$ cat src/rtl/pulse_analyzer_pkg.sv
// Shared types and sizes for the pulse analyzer.
// Record layout is what readout sees on the result port.
package pulse_analyzer_pkg;

    localparam int SIZE_FILTER_DATA = 16;
    localparam int SIZE_TIME        = 32;
    localparam int SIZE_WIDTH       = 12;
    localparam int SIZE_LOST        = 16;

    typedef struct packed {
        logic signed [SIZE_FILTER_DATA-1:0] peak_amplitude;
        logic [SIZE_TIME-1:0]               peak_time;
        logic [SIZE_WIDTH-1:0]              pulse_width;
        logic                               pileup;
        logic                               width_ovf;
    } pulse_record_t;

    typedef enum logic {PA_IDLE, PA_ABOVE} pa_state_t;

endpackage

$ cat src/rtl/pulse_result_reg.sv
// Single-entry valid/ready holding register for pulse records.
// A record arriving while one is stuck downstream is dropped and counted.
module pulse_result_reg
    import pulse_analyzer_pkg::*;
(
    input  logic                 clk,
    input  logic                 reset,
    input  logic                 emit,
    input  pulse_record_t        rec_in,
    input  logic                 result_ready,
    output logic                 result_valid,
    output pulse_record_t        rec_out,
    output logic [SIZE_LOST-1:0] lost_count
);

    logic load;

    assign load = emit && (!result_valid || result_ready);

    always_ff @(posedge clk) begin
        if (reset) begin
            result_valid <= 1'b0;
            rec_out      <= '0;
            lost_count   <= '0;
        end else if (load) begin
            result_valid <= 1'b1;
            rec_out      <= rec_in;
        end else if (emit) begin
            if (!(&lost_count))
                lost_count <= lost_count + 1'b1;
        end else if (result_valid && result_ready) begin
            result_valid <= 1'b0;
        end
    end

endmodule

$ cat src/rtl/pulse_analyzer.sv
// Threshold/hysteresis pulse detector with peak, timestamp, width
// and pile-up capture; records leave through pulse_result_reg.
module pulse_analyzer
    import pulse_analyzer_pkg::*;
#(
    parameter int THRESHOLD  = 100,
    parameter int HYSTERESIS = 20,
    parameter int SIZE_TIME  = pulse_analyzer_pkg::SIZE_TIME,
    parameter int SIZE_WIDTH = pulse_analyzer_pkg::SIZE_WIDTH
) (
    input  logic                               clk,
    input  logic                               reset,
    input  logic signed [SIZE_FILTER_DATA-1:0] input_data,
    input  logic                               result_ready,
    output logic                               result_valid,
    output logic signed [SIZE_FILTER_DATA-1:0] peak_amplitude,
    output logic [SIZE_TIME-1:0]               peak_time,
    output logic [SIZE_WIDTH-1:0]              pulse_width,
    output logic                               pileup,
    output logic                               width_ovf,
    output logic [SIZE_LOST-1:0]               lost_count
);

    // One extra bit so level arithmetic never wraps.
    localparam int W = SIZE_FILTER_DATA + 1;
    localparam logic signed [W-1:0] THR_X = W'(THRESHOLD);
    localparam logic signed [W-1:0] END_X = W'(THRESHOLD - HYSTERESIS);
    localparam logic signed [W-1:0] HYS_X = W'(HYSTERESIS);

    logic signed [SIZE_FILTER_DATA-1:0] data_r;
    logic [SIZE_TIME-1:0]               ts;
    logic                               ts_run;
    pa_state_t                          state;

    logic signed [SIZE_FILTER_DATA-1:0] peak;
    logic signed [SIZE_FILTER_DATA-1:0] lmin;
    logic [SIZE_TIME-1:0]               ptime;
    logic [SIZE_WIDTH-1:0]              width;
    logic                               pile;
    logic                               ovf;

    logic signed [W-1:0] data_x;
    logic signed [W-1:0] lmin_hys;
    logic                above_start;
    logic                above_hold;
    logic                emit;
    pulse_record_t       rec_in;
    pulse_record_t       rec_out;

    assign data_x      = W'(data_r);
    assign lmin_hys    = W'(lmin) + HYS_X;
    assign above_start = data_x > THR_X;
    assign above_hold  = data_x > END_X;
    assign emit        = (state == PA_ABOVE) && !above_hold;

    assign rec_in = '{
        peak_amplitude: peak,
        peak_time:      ptime,
        pulse_width:    width,
        pileup:         pile,
        width_ovf:      ovf
    };

    // ts stays at 0 for the first captured sample after reset.
    always_ff @(posedge clk) begin
        if (reset) begin
            data_r <= '0;
            ts     <= '0;
            ts_run <= 1'b0;
        end else begin
            data_r <= input_data;
            ts_run <= 1'b1;
            if (ts_run)
                ts <= ts + 1'b1;
        end
    end

    always_ff @(posedge clk) begin
        if (reset) begin
            state <= PA_IDLE;
            peak  <= '0;
            lmin  <= '0;
            ptime <= '0;
            width <= '0;
            pile  <= 1'b0;
            ovf   <= 1'b0;
        end else begin
            case (state)
                PA_IDLE: begin
                    if (above_start) begin
                        state <= PA_ABOVE;
                        peak  <= data_r;
                        ptime <= ts;
                        width <= SIZE_WIDTH'(1);
                        lmin  <= data_r;
                        pile  <= 1'b0;
                        ovf   <= 1'b0;
                    end
                end
                PA_ABOVE: begin
                    if (above_hold) begin
                        if (&width)
                            ovf <= 1'b1;
                        else
                            width <= width + 1'b1;
                        if (data_r > peak) begin
                            peak  <= data_r;
                            ptime <= ts;
                            lmin  <= data_r;
                        end else if (data_r < lmin) begin
                            lmin <= data_r;
                        end else if (data_x > lmin_hys) begin
                            pile <= 1'b1;
                        end
                    end else begin
                        state <= PA_IDLE;
                    end
                end
                default: state <= PA_IDLE;
            endcase
        end
    end

    pulse_result_reg u_result (
        .clk          (clk),
        .reset        (reset),
        .emit         (emit),
        .rec_in       (rec_in),
        .result_ready (result_ready),
        .result_valid (result_valid),
        .rec_out      (rec_out),
        .lost_count   (lost_count)
    );

    assign peak_amplitude = rec_out.peak_amplitude;
    assign peak_time      = rec_out.peak_time;
    assign pulse_width    = rec_out.pulse_width;
    assign pileup         = rec_out.pileup;
    assign width_ovf      = rec_out.width_ovf;

endmodule

$ cat config.mk
export PLATFORM = sky130hd
export DESIGN_NAME = pulse_analyzer
export DESIGN_NICKNAME = d
export VERILOG_FILES = /design/src/rtl/pulse_analyzer_pkg.sv /design/src/rtl/pulse_result_reg.sv /design/src/rtl/pulse_analyzer.sv
export SDC_FILE = /design/constraint.sdc
export NUM_CORES = 1
export LEC_CHECK = 0
export CAP_MARGIN = 40
export CORE_MARGIN = 3
export CORE_UTILIZATION = 57
export DETAILED_ROUTE_END_ITERATION = 16
export PLACE_DENSITY = 0.87
export SYNTH_ARGS = -nofsm -noshare
export SYNTH_HDL_FRONTEND = slang
export SYNTH_SLANG_ARGS = --single-unit
$ cat constraint.sdc
create_clock -name clk -period 3.28 [get_ports clk]
set_input_delay 0.656 -clock clk [delete_from_list [all_inputs] [get_ports clk]]
set_output_delay 0.656 -clock clk [all_outputs]
set_load 0.02 [all_outputs]
Yosys cells after proc, flatten, opt, wreduce, memory -nomap -nowiden:

Cells that the tools add are included.

* word-level logic and storage cells: 87
* bits in registers: 207
* output and inout port bits: 79
* input port bits: 19

* magnitude comparators: 5
* equality and inequality tests: 10
* bitwise logic cells: 3
* $add $sub $neg: 4
* muxes and demuxes: 32
* reduce and logical (&&, ||, !) cells: 16

Operators with widths (count)
* 2-to-1 mux 16 bit: 6
* 2-to-1 mux 32 bit: 3
* case mux 16 bit (2 select lines): 2
* case mux 32 bit (2 select lines): 1
* 2-to-1 mux 12 bit: 3
* adder 32 x 1 -> 32 bit (second input constant): 1
* > comparator 16 x 8 -> 1 bit (second input constant): 2
* case mux 12 bit (2 select lines): 1
* adder 16 x 6 -> 17 bit (second input constant): 1
* > comparator 16 x 17 -> 1 bit: 1
* adder 16 x 1 -> 16 bit (second input constant): 1
* > comparator 16 bit: 1
* < comparator 16 bit: 1
* AND reduction 16 bit: 1
* AND reduction 3 bit: 5
* 2-to-1 mux 1 bit: 13
* adder 12 x 1 -> 12 bit (second input constant): 1
* AND reduction 12 bit: 1
* != test 2 bit (second input constant): 5
* != test 2 x 1 -> 1 bit (second input constant): 4
* case mux 1 bit (2 select lines): 3
* AND reduction 5 bit: 1
* logical AND 1 bit: 3
* != test 3 x 1 -> 1 bit (second input constant): 1
* 5 further kinds: 8

Logic depth before layout (Yosys ltp):

* depth after elaboration: 7
* mapped depth: 14
* gate-level depth less buffers: 14

Cells and area by module:

Synthesis repeated with hierarchy kept, for this count alone.

* cells, all modules: 1071
* area, all modules: 9263.9 µm²

Modules (own cells, without submodules)
* pulse_analyzer: cells an instance 695, area each 6241.0 µm², times used 1, sequential area each 2562.5 µm²
* pulse_result_reg: cells an instance 376, area each 3022.9 µm², times used 1, sequential area each 1581.5 µm²

Worst setup path before layout:

No wires, ideal clock.

* path kind: register to register
* from: register data_r[15]
* to: register ptime[0]
* arrival: 2.380 ns
* period minus slack after synthesis: 2.508 ns
* data required time: 3.152 ns
* path buffers: 3
* cell stages (with the launch flop): 11
* setup slack: 0.772 ns
* library setup time: 0.128 ns
* cell sequence: dfxtp_1 ha_1 nand4_1 or3_1 or4_1 buf_2 nand3_2 buf_6 buf_8 mux2i_1 nor2_1

* longest elaborated chain between the ends: 3
* elaborated cells between the ends (all ways): 7
* classes of those cells: order compare (3); eq/ne (3); reduce/logical (1)

Ends and longest elaborated chain
* start, declared: line pulse_analyzer.sv:30 `logic signed [SIZE_FILTER_DATA-1:0] data_r;`
* start signal, assigned: line pulse_analyzer.sv:71 `data_r <= input_data;`
* > comparator 16 x 8 -> 1 bit, or another cell as far along: line pulse_analyzer.sv:52 `assign above_start = data_x > THR_X;`
* != test 2 bit (no line) or != test 2 x 1 -> 1 bit (tied branches)
* AND reduction 3 bit (no line) (*)
* end signal, assigned: line pulse_analyzer.sv:93 `ptime <= ts;`
* end signal, assigned: line pulse_analyzer.sv:108 `ptime <= ts;`
* end, declared: line pulse_analyzer.sv:37 `logic [SIZE_TIME-1:0] ptime;`

Mark *: on every way between the ends. The rest lies on a longest branch, timed or not.
A chain may end at the register's enable or synchronous reset.

Final worst setup path:

* from: register data_r[13]
* to: register lmin[6]

* longest elaborated chain between the ends: 4
* elaborated cells between the ends (all ways): 11
* classes of those cells: order compare (4); eq/ne (3); mux (3); reduce/logical (1)

Ends and longest elaborated chain
* > comparator 16 bit: line pulse_analyzer.sv:106 `if (data_r > peak) begin`
* 2-to-1 mux 16 bit: line pulse_analyzer.sv:106
* 2-to-1 mux 16 bit: line pulse_analyzer.sv:101 `if (above_hold) begin`
* case mux 16 bit (2 select lines): line pulse_analyzer.sv:88 `case (state)`
* end signal, assigned: line pulse_analyzer.sv:95 `lmin <= data_r;`
* end signal, assigned: line pulse_analyzer.sv:109 `lmin <= data_r;`
* end signal, assigned: line pulse_analyzer.sv:111 `lmin <= data_r;`
* end, declared: line pulse_analyzer.sv:36 `logic signed [SIZE_FILTER_DATA-1:0] lmin;`

Parallel ways exist; a longest one is shown, timed or not. The select of a mux whose other input is x is not followed.

==> results.txt <==
----------------------------------------------------
[Yosys]
  Syn nets ... roughly 1200
  Post-synth top flop ... sky130_fd_sc_hd__dfxtp_1
  Netlist cell types ... 61
  Share of synthesized flip-flops with an asynchronous set or reset ... 0%
  Most area-hungry cell type in the Yosys netlist ... sky130_fd_sc_hd__dfxtp_1
  Combined area of all synthesized cells ... 9592 sq um
  Cell types with the largest area share after synthesis ... sky130_fd_sc_hd__dfxtp_1 43%, sky130_fd_sc_hd__nand2_1 6.9%, sky130_fd_sc_hd__ha_1 6.7%
  Library cell with the highest instance count after synthesis ... sky130_fd_sc_hd__dfxtp_1
  Avg Inst Size Synth ... between 8 and 9 sq um
  Cell count after synthesis ... between 1000 and 1500
  Synth Warn # ... 0
  Sequential fraction of the synthesis area ... approximately 43%
  Number of enable-type register cells in the synthesized netlist ... 0
  #FFs+latches synth ... 207
  Share of the synthesized area in the top cell type ... between 40% and 50%
  List of most frequent post-synthesis cells ... 207 x sky130_fd_sc_hd__dfxtp_1, 177 x sky130_fd_sc_hd__nand2_1, 132 x sky130_fd_sc_hd__nor2_1

[Worst setup path]
  Worst r2r dst ... lmin[6]
  Length in cells of the worst reg-to-reg path ... 8
  Type of origin of the critical path ... flip-flop
  Buffers and inverters on the worst path ... 1
  Reg-to-reg setup timing slack ... 180 ps
  Highest fanout seen on the critical path ... 16
  Sequence of cells on the critical path ... ha_1, nand4_1, or3_1, a32oi_1, o2bb2ai_1, nand3_4, buf_4, o311ai_0
  Cell with the largest stage delay on the worst path ... sky130_fd_sc_hd__o311ai_0
  Sort of element at the end of the critical path ... flip-flop
  Family of cells with the greatest summed delay on the critical path ... compound AO/OA/AOI/OAI gates
  Slowest cell delay on critical path ... roughly 470 ps
  Required arrival time at the worst endpoint ... 3610 ps
  Reg-to-Reg Start ... data_r[13]
  Worst path arrival time ... 3430 ps
  Critical path start-end classification ... reg2reg

[Clock tree]
  Clock tree root driver cell ... sky130_fd_sc_hd__clkbuf_16
  Number of hold buffers added after CTS ... 0
  Inserted Clock Buffers ... 21
  CTS tree ... yes
  Clock slew seen by the registers of the worst setup and hold paths ... 60 ps
  CTS max path bufs ... 3
  Sink Count ... approximately 210
  Total of cells resized after clock tree synthesis ... 0
  CTS H-tree depth ... 1
  Post-CTS repair timing setup buffer count ... 0
  Clock latency on the worst-skew pair ... 500 ps

[Final layout]
  # nets final ... ~1300
  Layout area overhead ... 19.02%
  # fillers ... 1146
  Ant diodes ... 0
  Final instance area ... 11420 sq um
  Fraction of final layout cells with drive strength greater than 1 ... 5.537%

[GRT]
  GR Util All Layers ... roughly 25%
  Wire length of the first global-routing pass ... 37.57 mm
  GRT overflow ... 0
  Number of global-route vias before repair ... 7906
  Largest net degree at the start of global routing ... 63
  Initial antenna violation count ... 0

[Drt]
  Via Count ... 8200
  Remaining number of nets flagged by the antenna check after routing ... 0
  Post-detailed-route wirelength per cell ... ~16 microns
  Number of DRC markers in iteration 0 ... roughly 560
  Routed vias/inst ... ~5.8
  Detailed-route wire length ... 22.81 mm
  Drt pass-1 iters ... 5
  DR DRC count ... 0

[Status]
  Run status ... finished, final reports clean

[STA]
  Worst-case headroom to the max-slew limit ... a little under half
  Achievable frequency ... 0.3225 GHz
  Aggregate negative setup slack ... 0 ps
  Share of the clock period used by the worst path ... 94.53%
  Setup violations, final ... 0
  Number of slew-limit violations in the final report ... 0
  Minimum clock period ... 3101 ps
  Worst Max-Slew Pin Slew ... 804.7 ps
  Final hold violation count ... 0
  Final setup skew ... ~13 ps
  Unrepaired setup endpoints after global routing ... no

[Die]
  Width of the die ... 135.7 microns
  Count of pins on the block boundary ... 98
  Core outline area ... 16170 sq um
  Area enclosed by the die boundary ... 18420 sq um
  Site row count ... 46
  Initial Util ... 59.31%
  Height of the chip ... approximately 140 microns

[Hold path]
  Tightest Hold Check Type ... reg2reg
  Destination of the worst hold path ... u_result.rec_out[7]
  Worst hold path stage count ... 2
  Worst Hold Launch ... u_result.rec_out[7]

[Place]
  Placed instance area ... approximately 11000 sq um
  Placer Congestion ... 0.8878
  Hpwl dp ... 14.68 mm
  PortBufs ... 97

[Run]
  Max-Cap Viols ... 0

[Power]
  LEAKAGE ... 4.257 nW
  Areal power density over the cells ... 500.5 nW/um^2
  Worst supply voltage drop on vdd ... 0.0003525 V

----------------------------------------------------
-- layout by cell type (no fill, tap or decap), drive strengths merged, types with 5 or more instances in the layout --
cell type / instances
a21oi: 89
xnor2: 19
clkbuf: 27
a21boi: 14
nor3: 22
ha: 51
nand3: 35
o21ai: 19
and3: 14
buf: 21
dfxtp: 207
nand2: 177
xor2: 42
nand4: 23
nor2b: 23
o311ai: 15
mux2i: 63
clkdlybuf4s50: 96
inv: 51
nor2: 134
nand2b: 5
or3: 7
and4: 11
-- logic make-up (layout without fill, tap and decap cells) --
group	Yosys count	after routing	synth area share (%)
buf+inv	107	200	5.192
fa+ha+maj	51	51	6.653
mux	63	63	6.574
flops	207	207	43.20
xor+xnor	61	61	5.570
compound gates	163	163	10.44
simple gates	465	465	22.37
-- sequential cells by signal, summed over array words and instances, names as in the netlist --
| signal | cells |
|---|---|
| ts | 32 |
| ptime | 32 |
| u_result.lost_count | 16 |
| peak | 16 |
| u_result.rec_out | 62 |
| pile | 1 |
| u_result.result_valid | 1 |
| state | 1 |
| lmin | 16 |
| data_r | 16 |
| ovf | 1 |
| ts_run | 1 |
| width | 12 |
-- worst reg2reg max path, cell delays in order (launching register included) --
cell                        delay (ps)
sky130_fd_sc_hd__dfxtp_1           400
sky130_fd_sc_hd__ha_1              380
sky130_fd_sc_hd__nand4_1           120
sky130_fd_sc_hd__or3_1             400
sky130_fd_sc_hd__a32oi_1           270
sky130_fd_sc_hd__o2bb2ai_1         270
sky130_fd_sc_hd__nand3_4           340
sky130_fd_sc_hd__buf_4             290
sky130_fd_sc_hd__o311ai_0          470
-- power by group --
group | internal, mW | switching [mW] | total (mW)
clock | 1.47 | 0.944 | 2.41
combinational | 0.271 | 0.391 | 0.662
sequential | 2.57 | 0.0680 | 2.64
total | 4.31 | 1.40 | 5.71
-- routing by layer --
layer | global-route usage, % | share of wire (%) | routed length [microns] | vias to the layer above
met4 | 11.42 | 4.3 | 988 | 0
li1 | - | - | - | 3980
met5 | 0 | 0 | 0 | -
met3 | 4.272 | 6.0 | 1367 | 85
met1 | 30.96 | 43 | 9726 | 3837
met2 | 41.12 | 47 | 10730 | 298
-- final cells by class --
cell class / instances / area [sq um] / area share, %
timing repair buffer: 117 / 1160 / 10.16
clock buffer: 27 / 578.1 / 5.064
multi-input combinational: 803 / 4967 / 43.51
sequential: 207 / 4144 / 36.30
inverter: 50 / 187.7 / 1.644
clock inverter: 6 / 108.9 / 0.9535
tap: 216 / 270.3 / 2.367
-- how the worst max path moves through the flow --
stage	startpoint	to	depth (start not counted)
after floorplan	data_r[15]	ptime[0]	10
after global placement	data_r[13]	lmin[6]	8
after detailed placement	data_r[15]	ptime[29]	8
after CTS	data_r[13]	lmin[6]	8
after global routing	lmin[5]	pile	14
final	data_r[13]	lmin[6]	8
-- per-stage QoR --
stage	cells	setup slack, ps	util (%)	hold slack, ps	total power [mW]
floorplan	1117	772.4	-	431.6	3.180
global placement	1393	513.5	66.34	441.4	3.309
detailed placement	1393	458.8	66.34	446.4	3.328
CTS	1426	246.2	70.59	456.7	5.738
global route	1426	62.22	70.59	474.7	5.902
finish	1426	179.5	70.59	453.2	5.714
No activity file was read; power rests on OpenSTA's default activity.
